--- src/rtl/convertidor_binario_bcd_seq.sv ---
// Sequential binary-to-BCD converter (shift-and-add-3, one bit per cycle).
// Takes an N_BITS unsigned value and produces N_DIGITS packed BCD digits over a
// start/busy/done handshake. When the value does not fit, the result saturates
// to all nines and overflow is raised.

// Per-digit correction cell: add 3 to any digit of 5..9 so that doubling it
// carries cleanly into the next digit.
module bcd_add3_digit (
  input  logic [3:0] din,
  output logic [3:0] dout
);
  // Digits 0..4 pass through; digits 5..9 are pre-biased by 3
  always_comb begin
    dout = din;
    if (din >= 4'd5) dout = din + 4'd3;
  end
endmodule

module convertidor_binario_bcd_seq #(
  parameter int N_BITS   = 8,
  parameter int N_DIGITS = 3
) (
  input  logic                  clk,
  input  logic                  reset,
  input  logic                  start,
  input  logic [N_BITS-1:0]     dato_bin,
  output logic [4*N_DIGITS-1:0] bcd,
  output logic                  busy,
  output logic                  done,
  output logic                  overflow
);
  localparam int CW    = $clog2(N_BITS + 1);
  localparam int W_BCD = 4 * N_DIGITS;
  localparam int W     = W_BCD + N_BITS;

  typedef enum logic {IDLE, SHIFT} state_t;

  state_t            state_q, state_d;
  logic [W-1:0]      work_q, work_d;   // {BCD working digits, binary remainder}
  logic [CW-1:0]     cnt_q, cnt_d;     // iterations left
  logic              ovf_q, ovf_d;     // sticky: a bit fell off the top digit
  logic [W_BCD-1:0]  bcd_q, bcd_d;
  logic              busy_q, busy_d;
  logic              done_q, done_d;
  logic              overflow_q, overflow_d;

  logic [N_DIGITS-1:0][3:0] dig_cur, dig_adj;
  logic [W-1:0]             adj, shifted;
  logic                     carry, ovf_next;

  // Add-3 on every working digit in parallel; no carry between digits
  assign dig_cur = work_q[W-1:N_BITS];
  for (genvar g = 0; g < N_DIGITS; g++) begin : g_dig
    bcd_add3_digit u_dig (
      .din  (dig_cur[g]),
      .dout (dig_adj[g])
    );
  end

  // Corrected word shifted left; binary MSB moves into digit 0 LSB and the
  // top digit MSB drops out, which only happens once the value outgrows
  // N_DIGITS (the partial value only grows, so the first loss is the real one).
  assign adj      = {dig_adj, work_q[N_BITS-1:0]};
  assign carry    = adj[W-1];
  assign shifted  = {adj[W-2:0], 1'b0};
  assign ovf_next = ovf_q | carry;

  // Next-state and datapath control
  always_comb begin
    state_d    = state_q;
    work_d     = work_q;
    cnt_d      = cnt_q;
    ovf_d      = ovf_q;
    bcd_d      = bcd_q;
    busy_d     = busy_q;
    done_d     = 1'b0;
    overflow_d = overflow_q;
    case (state_q)
      IDLE: begin
        if (start) begin
          work_d  = {{W_BCD{1'b0}}, dato_bin};
          ovf_d   = 1'b0;
          cnt_d   = CW'(N_BITS);
          busy_d  = 1'b1;
          state_d = SHIFT;
        end
      end
      SHIFT: begin
        work_d = shifted;
        ovf_d  = ovf_next;
        cnt_d  = cnt_q - CW'(1);
        if (cnt_q == CW'(1)) begin
          bcd_d      = ovf_next ? {N_DIGITS{4'h9}} : shifted[W-1:N_BITS];
          overflow_d = ovf_next;
          done_d     = 1'b1;
          busy_d     = 1'b0;
          state_d    = IDLE;
        end
      end
      default: state_d = IDLE;
    endcase
  end

  // State and result registers; reset aborts any conversion in flight
  always_ff @(posedge clk or posedge reset) begin
    if (reset) begin
      state_q    <= IDLE;
      work_q     <= '0;
      cnt_q      <= '0;
      ovf_q      <= 1'b0;
      bcd_q      <= '0;
      busy_q     <= 1'b0;
      done_q     <= 1'b0;
      overflow_q <= 1'b0;
    end else begin
      state_q    <= state_d;
      work_q     <= work_d;
      cnt_q      <= cnt_d;
      ovf_q      <= ovf_d;
      bcd_q      <= bcd_d;
      busy_q     <= busy_d;
      done_q     <= done_d;
      overflow_q <= overflow_d;
    end
  end

  assign bcd      = bcd_q;
  assign busy     = busy_q;
  assign done     = done_q;
  assign overflow = overflow_q;

endmodule

--- config.mk ---
export PLATFORM = sky130hd
export DESIGN_NAME = convertidor_binario_bcd_seq
export DESIGN_NICKNAME = d
export VERILOG_FILES = /design/src/rtl/convertidor_binario_bcd_seq.sv
export SDC_FILE = /design/constraint.sdc
export NUM_CORES = 1
export LEC_CHECK = 0
export ABC_AREA = 1
export CAP_MARGIN = 20
export CORE_MARGIN = 8
export CORE_UTILIZATION = 57
export CTS_BUF_LIST = sky130_fd_sc_hd__clkbuf_8
export DETAILED_ROUTE_END_ITERATION = 10
export GPL_TIMING_DRIVEN = 0
export PLACE_DENSITY = 0.82
export SLEW_MARGIN = 5
export SYNTH_ARGS = -nofsm -noshare
export SYNTH_HDL_FRONTEND = slang
export SYNTH_SLANG_ARGS = --single-unit
--- constraint.sdc ---
create_clock -name clk -period 1.7 [get_ports clk]
set_clock_uncertainty 0.2 [all_clocks]
set_input_delay 0.34 -clock clk [delete_from_list [all_inputs] [get_ports clk]]
set_output_delay 0.34 -clock clk [all_outputs]
set_load 0.05 [all_outputs]
==> flow_metrics.tcl <==
set metrics [dict create \
    status "finished clean" \
    yosysWarnings 0 \
    grt_max_degree 42 \
    avgSynthCellArea_um2 8.47 \
    final_nets 292 \
    cp_cell_sequence "dlygate4sd2_1" \
    worstHoldStart "bcd[2]$_DFFE_PP0P_" \
    synth_ff_type "dfrtp_1" \
    diodes 0 \
    ctsHoldBuffers 0 \
    synth_most_common_cell "nand2_1" \
    hold_slack_ps 284 \
    cp.arrival_ps 1130 \
    synth_cells 239 \
    slew_viol_final 0 \
    rows 21 \
    rsz0062_at_grt "true" \
    drive_gt1_frac 0.210 \
    routed_wl_um 4210 \
    power.leakage_nw 1.27 \
    routedWlPerCell_um 13.2 \
    ys_top_cells_by_count "nand2_1 (98), dfrtp_1 (41), inv_1 (21)" \
    totalNegativeSetupSlack_ps 0 \
    cpLargestDelayFamily "buffers and inverters" \
    setup_viol 0 \
    finalInstanceArea_um2 2400 \
    fp.dieH_um 75.6 \
    cts_root_buf "clkbuf_8" \
    r2r_cells 11 \
    max_stage_delay_ps 520 \
    grt_pass1_vias 1658 \
    io_buffers 25 \
    layoutNonFillerInstCount 318 \
    synth_seq_cells 41 \
    cp_num_buf_inv 1 \
    dp_cells 310 \
    hold_path_class "flip-flop to flip-flop" \
    netlist_area_um2 2020 \
    r2r-end "bcd[3]$_DFFE_PP0P_" \
    place_area_um2 2330 \
    n_fill_cell 288 \
    dieArea_um2 5710 \
    max-vdd-ir-drop_mv 1.12 \
    worstSetupStartpointType "flip-flop" \
    gr-total-overflow 0 \
    whs_endpoint "bcd[2]$_DFFE_PP0P_" \
    finalCritPeriodShare 0.983 \
    die_w_um 75.6 \
    antenna_found_initial 0 \
    vias 1651 \
    reg2reg_slack_ps 70 \
    pre_cts_ws_ps 9.14 \
    r2r-start "work_q[17]$_DFFE_PP0P_" \
    cap_violations 0 \
    layout_min_cycle_time_ps 1670 \
    synthArstFlopShare 1.00 \
    grt_pass1_wl_um 7430 \
    total_power_mw 5.15 \
    cts.sinks 41 \
    crit_fanout 1 \
    yosysTopAreaCell "dfrtp_1" \
    core_um2 3360 \
    finalHoldViolCount 0 \
    setup_ws_ps 28.5 \
    via_per_inst 5.19 \
    clkTransAtPathRegs_ps 80 \
    ioPinCount 26 \
    grt.total_usage 0.172 \
    ant_nets 0 \
    worst_slew_pin_slew_ps 819 \
    synth.top_cells.by_area "dfrtp_1 (51%), nand2_1 (18%), ha_1 (4.9%), inv_1 (3.9%), o21ai_0 (3.2%)" \
    holdPathStages 2 \
    htreeDepth 2 \
    syn_nets 258 \
    synth_edf_count 0 \
    power_density_nw_per_um2 2140 \
    slowest_stage "dlygate4sd2_1" \
    path_class "flip-flop to output port" \
    yosysSeqAreaShare 0.507 \
    endpoint_kind "output port" \
    fmax_ghz 0.598 \
    hpwl_um 2900 \
    clk_latency_ps 290 \
    area_growth_pct 18.9 \
    drt_iter0_markers 51 \
    clockBufferDepth 2 \
    cts_buffers 5 \
    critical_path_required_ps 1160 \
    initial_core_util 0.602 \
    slew_headroom 0.453 \
    cts_tree "built" \
    post-route-util 0.715 \
    yosys.area.top_type_share 0.507 \
    synth.distinct_cells 26 \
    drcViolationCount 0 \
    routabilityCongestion 0.818 \
    dr.pass1.iters 4 \
]
per-layer routing:
| layer | GRT usage | routed length [um] | vias up | share of wire |
|---|---|---|---|---|
| li1 | - | - | 821 | - |
| met1 | 0.210 | 1930 | 780 | 0.46 |
| met2 | 0.272 | 1910 | 41 | 0.45 |
| met3 | 0.0500 | 274 | 9 | 0.065 |
| met4 | 0.0874 | 97 | 0 | 0.023 |
| met5 | 0 | 0 | - | 0 |
how the worst max path moves through the flow:
| stage | from | endpoint | slack, ps | cells past startpoint |
|---|---|---|---|---|
| after floorplan | work_q[16]$_DFFE_PP0P_ | bcd[11]$_DFFE_PP0P_ | 160 | 11 |
| after global placement | reset | work_q[15]$_DFFE_PP0P_ | -630 | 2 |
| after detailed placement | work_q[16]$_DFFE_PP0P_ | bcd[11]$_DFFE_PP0P_ | 9 | 11 |
| after CTS | busy$_DFFE_PP0P_ | busy | 2 | 1 |
| after global routing | work_q[17]$_DFFE_PP0P_ | bcd[3]$_DFFE_PP0P_ | -30 | 11 |
| final | done$_DFF_PP0_ | done | 30 | 1 |
tightest hold or removal path: stages (launching register included):
cell	delay, ps
dfrtp_1	340
nand2_1	50
nand2_1	60
repair_timing:
item | in CTS | in global routing
gates resized for setup | 32 | 30
pin swaps | 0 | 6
setup buffers | 0 | 2
setup endpoints to repair | 18 | 31
cells in the final DEF, fill, tap and decap left out, types with 5 or more instances in the layout:
cell type,instances
clkbuf_2,12
clkbuf_8,5
clkdlybuf4s50_1,10
dfrtp_1,40
ha_1,6
inv_1,14
inv_2,10
nand2_1,95
nand3_1,12
nor2_1,11
o21ai_0,11
o22ai_1,6
logic make-up after synthesis:
kind of cell    Yosys count  share of synthesized area
compound gates           28                     0.0835
xor+xnor                  1                    0.00433
fa+ha+maj                 8                     0.0495
buf+inv                  29                     0.0649
flops                    41                      0.507
simple gates            132                      0.291
flip-flops by register name (all words and copies together), names as in the netlist:
register,count
overflow,1
busy,1
ovf_q,1
work_q,20
bcd,12
state_q,1
cnt_q,4
done,1
final cells by class:
cell class / count / area, um^2 / area share
Buffer: 4 / 35.0 / 0.0146
Clock buffer: 5 / 68.8 / 0.0286
Clock inverter: 1 / 5.00 / 0.00208
Inverter: 25 / 96.3 / 0.0401
Multi-Input combinational cell: 169 / 908 / 0.378
Sequential cell: 41 / 1030 / 0.427
Tap cell: 46 / 57.6 / 0.0239
Timing Repair Buffer: 27 / 206 / 0.0858
power breakdown:
part | leakage, nW | total (mW) | internal, mW | switching (mW)
clock | 0.0399 | 0.584 | 0.270 | 0.314
combinational | 0.722 | 2.83 | 0.878 | 1.95
sequential | 0.511 | 1.73 | 1.43 | 0.301
total | 1.27 | 5.15 | 2.58 | 2.57
Power figures use the tool's default switching activity.
